<file path="config.mk">
export PLATFORM = sky130hd
export DESIGN_NAME = coherence_bus_arbiter
export DESIGN_NICKNAME = d
export VERILOG_FILES = /design/src/rtl/coherence_bus_arbiter_pkg.sv /design/src/rtl/busarb_rr_select.sv /design/src/rtl/coherence_bus_arbiter.sv
export SDC_FILE = /design/constraint.sdc
export NUM_CORES = 1
export LEC_CHECK = 0
export BUFFER_PORTS_ARGS = -buffer_cell sky130_fd_sc_hd__buf_2
export CORE_AREA = 8 8 137 139
export DETAILED_ROUTE_END_ITERATION = 7
export DIE_AREA = 0 0 145 147
export GPL_ROUTABILITY_DRIVEN = 1
export PLACE_DENSITY = 0.46
export SLEW_MARGIN = 25
export SYNTH_ARGS = -nofsm -noshare
export SYNTH_HDL_FRONTEND = slang
export SYNTH_SLANG_ARGS = --single-unit
</file>
<file path="constraint.sdc">
create_clock -name CLK -period 4.1 [get_ports CLK]
set_clock_uncertainty 0.05 [all_clocks]
set_input_delay 0.41 -clock CLK [delete_from_list [all_inputs] [get_ports CLK]]
set_output_delay 0.41 -clock CLK [all_outputs]
set_load 0.1 [all_outputs]
</file>
<file path="src/rtl/coherence_bus_arbiter_pkg.sv">
// coherence_bus_arbiter_pkg: shared FSM states and line/RAM handshake constants for the bus arbiter
package coherence_bus_arbiter_pkg;
    typedef enum logic [2:0] {IDLE, GRANT, SNOOP, FWD, MEM, WB} busarb_state_t;
    localparam int WORDS_PER_LINE = 2;
    localparam int WORD_OFF_BIT = 2;
    localparam logic RAM_BUSY = 1'b1;
endpackage

</file>
<file path="src/rtl/busarb_rr_select.sv">
// busarb_rr_select: 2-way grant select; round-robin when ARB_ROUND_ROBIN_EN is defined, else fixed priority to cache 0
module busarb_rr_select (
    input  logic       CLK,
    input  logic       nRST,
    input  logic [1:0] req,
    input  logic       take,
    output logic       grant
);
`ifdef ARB_ROUND_ROBIN_EN
    logic last_q, last_d;
    assign grant = &req ? ~last_q : req[1];
    always_comb last_d = take ? grant : last_q;
    always_ff @(posedge CLK or negedge nRST) begin
        if (!nRST) last_q <= 1'b1;
        else last_q <= last_d;
    end
`else
    logic unused_ok;
    assign grant = ~req[0];
    assign unused_ok = ^{CLK, nRST, take, req[1]};
`endif
endmodule

</file>
<file path="src/rtl/coherence_bus_arbiter.sv">
// coherence_bus_arbiter: two-core dcache bus arbiter and snoop sequencer; ARB_ROUND_ROBIN_EN selects round-robin grant
module coherence_bus_arbiter
    import coherence_bus_arbiter_pkg::*;
#(
    parameter int CPUS = 2
) (
    input  logic        CLK,
    input  logic        nRST,
    input  logic        dREN        [CPUS],
    input  logic        dWEN        [CPUS],
    input  logic [31:0] daddr       [CPUS],
    input  logic [31:0] dstore      [CPUS],
    input  logic        ccwrite     [CPUS],
    input  logic        cctrans     [CPUS],
    output logic        dwait       [CPUS],
    output logic [31:0] dload       [CPUS],
    output logic        ccwait      [CPUS],
    output logic        ccinv       [CPUS],
    output logic [31:0] ccsnoopaddr [CPUS],
    output logic        ramREN,
    output logic        ramWEN,
    output logic [31:0] ramaddr,
    output logic [31:0] ramstore,
    input  logic [31:0] ramload,
    input  logic        ramwait
);
    busarb_state_t state_q, state_d;
    logic g_q, g_d, ccinv_q, ccinv_d, word_q, word_d;
    logic o, sel, req_g, done, last_word;
    logic [1:0] req;

    assign o = ~g_q;
    assign req = {dREN[1] | dWEN[1], dREN[0] | dWEN[0]};
    assign req_g = dREN[g_q] | dWEN[g_q];
    assign last_word = word_q == 1'(WORDS_PER_LINE - 1);
    assign done = (ramwait != RAM_BUSY) && (state_q == MEM ? dREN[g_q] :
                  state_q == WB ? dWEN[g_q] : state_q == FWD && dWEN[o] && req_g);

    busarb_rr_select u_sel (
        .CLK(CLK),
        .nRST(nRST),
        .req(req),
        .take(state_q == IDLE && |req),
        .grant(sel)
    );

    always_comb begin
        state_d = state_q;
        g_d = g_q;
        ccinv_d = ccinv_q;
        word_d = done ? ~word_q : word_q;
        case (state_q)
            IDLE: begin
                word_d = 1'b0;
                if (|req) begin
                    g_d = sel;
                    state_d = GRANT;
                end
            end
            GRANT: begin
                state_d = dWEN[g_q] ? WB : SNOOP;
                ccinv_d = ccwrite[g_q];
            end
            SNOOP: if (cctrans[o]) state_d = ccwrite[o] ? FWD : MEM;
            default: if (done && last_word) state_d = IDLE;
        endcase
        // an abandoned transaction returns to IDLE without further strobes
        if (state_q != IDLE && !req_g) state_d = IDLE;
    end

    always_ff @(posedge CLK or negedge nRST) begin
        if (!nRST) begin
            state_q <= IDLE;
            g_q <= 1'b0;
            ccinv_q <= 1'b0;
            word_q <= 1'b0;
        end else begin
            state_q <= state_d;
            g_q <= g_d;
            ccinv_q <= ccinv_d;
            word_q <= word_d;
        end
    end

    always_comb begin
        dwait = '{default: 1'b1};
        dload = '{default: 32'h0};
        ccwait = '{default: 1'b0};
        ccinv = '{default: 1'b0};
        ccsnoopaddr = '{default: 32'h0};
        ramREN = 1'b0;
        ramWEN = 1'b0;
        ramaddr = '0;
        ramstore = '0;
        if (state_q == SNOOP || state_q == FWD) begin
            ccwait[o] = 1'b1;
            ccinv[o] = ccinv_q;
            ccsnoopaddr[o] = daddr[g_q];
        end
        if (state_q == FWD) begin
            ramWEN = dWEN[o] && req_g;
            ramaddr = daddr[o];
            ramstore = dstore[o];
            dload[g_q] = dstore[o];
            dwait[g_q] = !done;
            dwait[o] = !done;
        end
        if (state_q == MEM) begin
            ramREN = dREN[g_q];
            ramaddr = daddr[g_q];
            dload[g_q] = ramload;
            dwait[g_q] = !done;
        end
        if (state_q == WB) begin
            ramWEN = dWEN[g_q];
            ramaddr = daddr[g_q];
            ramstore = dstore[g_q];
            dwait[g_q] = !done;
        end
    end
endmodule

</file>
==> key figures <==
Worst setup path
  – Worst r2r src: g_q$_DFFE_PN0P_
  – Crit path cell chain: and3_1 -> buf_4 -> o21bai_2 -> buf_4 -> a22o_1 -> buf_12
  – CP max-delay cell: dfrtp_4
  – Crit start category: flop
  – CP Capture Type: primary output
  – Req. time, crit path: 3640 ps
  – Worst setup path start: g_q$_DFFE_PN0P_
  – WP data arrival: 2790 ps
  – Crit Path Max Fanout: 82
  – Critical Path Most Common Cell: buf_4
  – Crit-path max cell delay: 980 ps
  – Critical setup path kind: reg -> out

STA
  – Max-slew violation count: 0
  – Setup tns final: 0 ps
  – RSZ-0062 raised after global routing: false
  – Hold Vio Cnt, Final: 0
  – Final min period: 3250 ps
  – Actual slew at the worst max-slew pin: 864 ps
  – Fmax: 0.307 GHz
  – Final setup vio count: 0
  – Final period util: 79.3%
  – Slew headroom: 42.4%

Drt
  – Vias post-DR: 4,816
  – Number of DRC markers in iteration 0: 264
  – Final ANT Viol Nets: 0
  – Vias/cell: 5.11
  – Post-Route WL: 19,800 um
  – First-pass DRT Iterations: 4
  – DR WL/cell: 21.0 um
  – Drt drc: 0

Synthesis
  – Post-Syn Instances: 388
  – Post-synthesis cell area: 2890 um2
  – #FFs+latches synth: 6
  – YS warnings: 0
  – Cell variety after synth: 42
  – Sequential area share after synthesis: 5.20%
  – Syn Area/Cell: 7.44 um2
  – Syn Nets: 559

Clock network
  – CTS Buf Count: 3
  – Clock Tree Root: clkbuf_16
  – Clk slew on worst S/H paths: 40 ps
  – Bufs on Longest Clock Path: 2
  – CTS tree: built
  – H-Tree Level Count: 1
  – CTS Sinks: 6
  – Worst skew pair latency: 230 ps
  – Setup Fix Bufs, Post-CTS: 0

Floorplan
  – Rows: 48
  – Core area: 16,800 um2
  – Initial Utilization: 17.2%
  – Die Y: 147 um
  – Die area: 21,300 um2
  – Chip width: 145 um
  – IO Pins: 371

Global route
  – GRT overflow: 0
  – First-pass GRT wire length: 29,800 um
  – Total GRT Usage: 17.1%
  – Initial antenna violation count: 0
  – Largest net degree at the start of global routing: 83
  – Number of global-route vias before repair: 4,945

Finish
  – Most common cell after layout, fill and taps aside: buf_2
  – Share of cells above drive strength 1: 56.6%
  – Area Overhead vs Synth: 90.1%
  – ANT cells: 0
  – Fill cell count: 1,833
  – Most frequent cells in the layout: 338 x buf_2, 96 x a22o_1, 35 x and3_1, 34 x and2_1, 33 x buf_12
  – # nets final: 889

Job
  – # Max-Cap Violations: 0

Run status
  – Status: complete, no violations

Min path
  – HP Class: in -> reg
  – Hold_sp: ccwrite[1]

Placement
  – Buffers on Ports: 370
  – GPL Wtd Cong: 0.799
  – Detailed Place HPWL: 16,000 um
==> worst max-delay path, delay by kind of cell (launching register included) <==
family                 cells  cell delay, ps
DFF                        1             980
buffers and inverters      3             820
AOI/OAI and AO/OA          2             430
and+or+nand+nor            1             300
==> path summary, 6_finish.rpt <==
| path | to | slack, ps | cells after the start |
|---|---|---|---|
| worst min-delay path | ccinv_q$_DFFE_PN0N_ | 460 | 3 |
| worst min register to register | last_word$_DFFE_PN0P_ | 560 | 2 |
| worst max register to register | state_q[1]$_DFFE_PN0P_ | 1620 | 5 |
| worst max-delay path | ramaddr[15] | 850 | 6 |
| max in group asynchronous | g_q$_DFFE_PN0P_ | 3330 | 2 |
| min in group asynchronous | last_word$_DFFE_PN0P_ | 500 | 2 |
==> state kept, by name, summed over array words and instances (netlist names) <==
| signal | count |
|---|---|
| state_q | 3 |
| ccinv_q | 1 |
| g_q | 1 |
| last_word | 1 |
==> repair_timing <==
action / 4_1_cts / 5_1_grt
hold buffers: 1 / 0
gates resized for setup: 0 / 0
hold endpoints to repair: 6 / 0
==> routing by layer <==
layer | vias to the layer above | global-route usage (%) | wire (um)
met5 | - | 0 | 0
met4 | 0 | 3.68 | 307
met3 | 17 | 4.06 | 1400
met2 | 250 | 33.1 | 10500
met1 | 2279 | 18.2 | 7570
li1 | 2270 | - | -
==> synthesized netlist by cell type <==
| cell type | number | area (um2) |
|---|---|---|
| a22o_1 | 96 | 841 |
| clkbuf_1 | 38 | 143 |
| and3_1 | 35 | 219 |
| and2_1 | 34 | 213 |
| a211oi_1 | 32 | 240 |
| a221oi_1 | 32 | 280 |
| a22oi_1 | 32 | 240 |
| buf_2 | 19 | 95.1 |
| nand2_1 | 7 | 26.3 |
| nor2_1 | 7 | 26.3 |
| a21oi_1 | 6 | 30.0 |
| dfrtp_1 | 6 | 150 |
| mux2i_1 | 5 | 50.1 |
| nand2b_1 | 3 | 18.8 |
| nor2b_1 | 3 | 18.8 |
| nor3_2 | 3 | 30.0 |
| mux2_4 | 2 | 30.0 |
| o21ai_0 | 2 | 10.0 |
| o22ai_1 | 2 | 12.5 |
| or2_2 | 2 | 12.5 |
| a2111oi_4 | 1 | 27.5 |
| a21o_1 | 1 | 7.51 |
| a221o_1 | 1 | 10.0 |
| a22oi_2 | 1 | 12.5 |
| a32o_1 | 1 | 10.0 |
| and3_4 | 1 | 11.3 |
| buf_1 | 1 | 3.75 |
| buf_6 | 1 | 11.3 |
| clkbuf_2 | 1 | 5.00 |
| inv_1 | 1 | 3.75 |
| inv_2 | 1 | 3.75 |
| nand3_1 | 1 | 5.00 |
| nand3b_1 | 1 | 7.51 |
| nor3_1 | 1 | 5.00 |
| nor3b_1 | 1 | 7.51 |
| o21ai_1 | 1 | 5.00 |
| o21bai_1 | 1 | 7.51 |
| o311ai_4 | 1 | 26.3 |
| o31a_1 | 1 | 8.76 |
| or2_0 | 1 | 6.26 |
| or3_1 | 1 | 6.26 |
| xnor2_1 | 1 | 8.76 |
==> metrics by stage <==
| step | utilization [%] | setup slack, ps | instances | instance area [um2] | hold WS, ps |
|---|---|---|---|---|---|
| global placement | 32.2 | 1080 | 937 | 5400 | 204 |
| detailed placement | 32.2 | 1080 | 937 | 5400 | 208 |
| CTS | 32.7 | 810 | 942 | 5490 | 466 |
| finish | 32.7 | 847 | 942 | 5490 | 464 |
| global route | 32.7 | 679 | 942 | 5490 | 497 |
| floorplan | - | 169 | 388 | 2890 | 64.4 |
==> cell type report <==
type	instances	area, um2	share of cell area [%]
flip-flops and latches	6	154	2.81
inverters	2	7.51	0.137
repair buffers	385	2460	44.8
clock buffers	4	78.8	1.44
multi-input cells	320	2500	45.7
well taps	225	282	5.13
==> logic make-up (layout without fill, tap and decap cells) <==
group | count (synthesis) | in the layout | synth area share [%]
compound gates | 211 | 211 | 61.3
flops | 6 | 6 | 5.20
xor+xnor | 1 | 1 | 0.303
mux | 7 | 7 | 2.77
buf+inv | 62 | 391 | 9.19
simple gates | 101 | 101 | 21.2
Power is left out: the tool's default activity adds up to more than one toggle a clock period on the data nets, which glitch-free logic cannot reach.
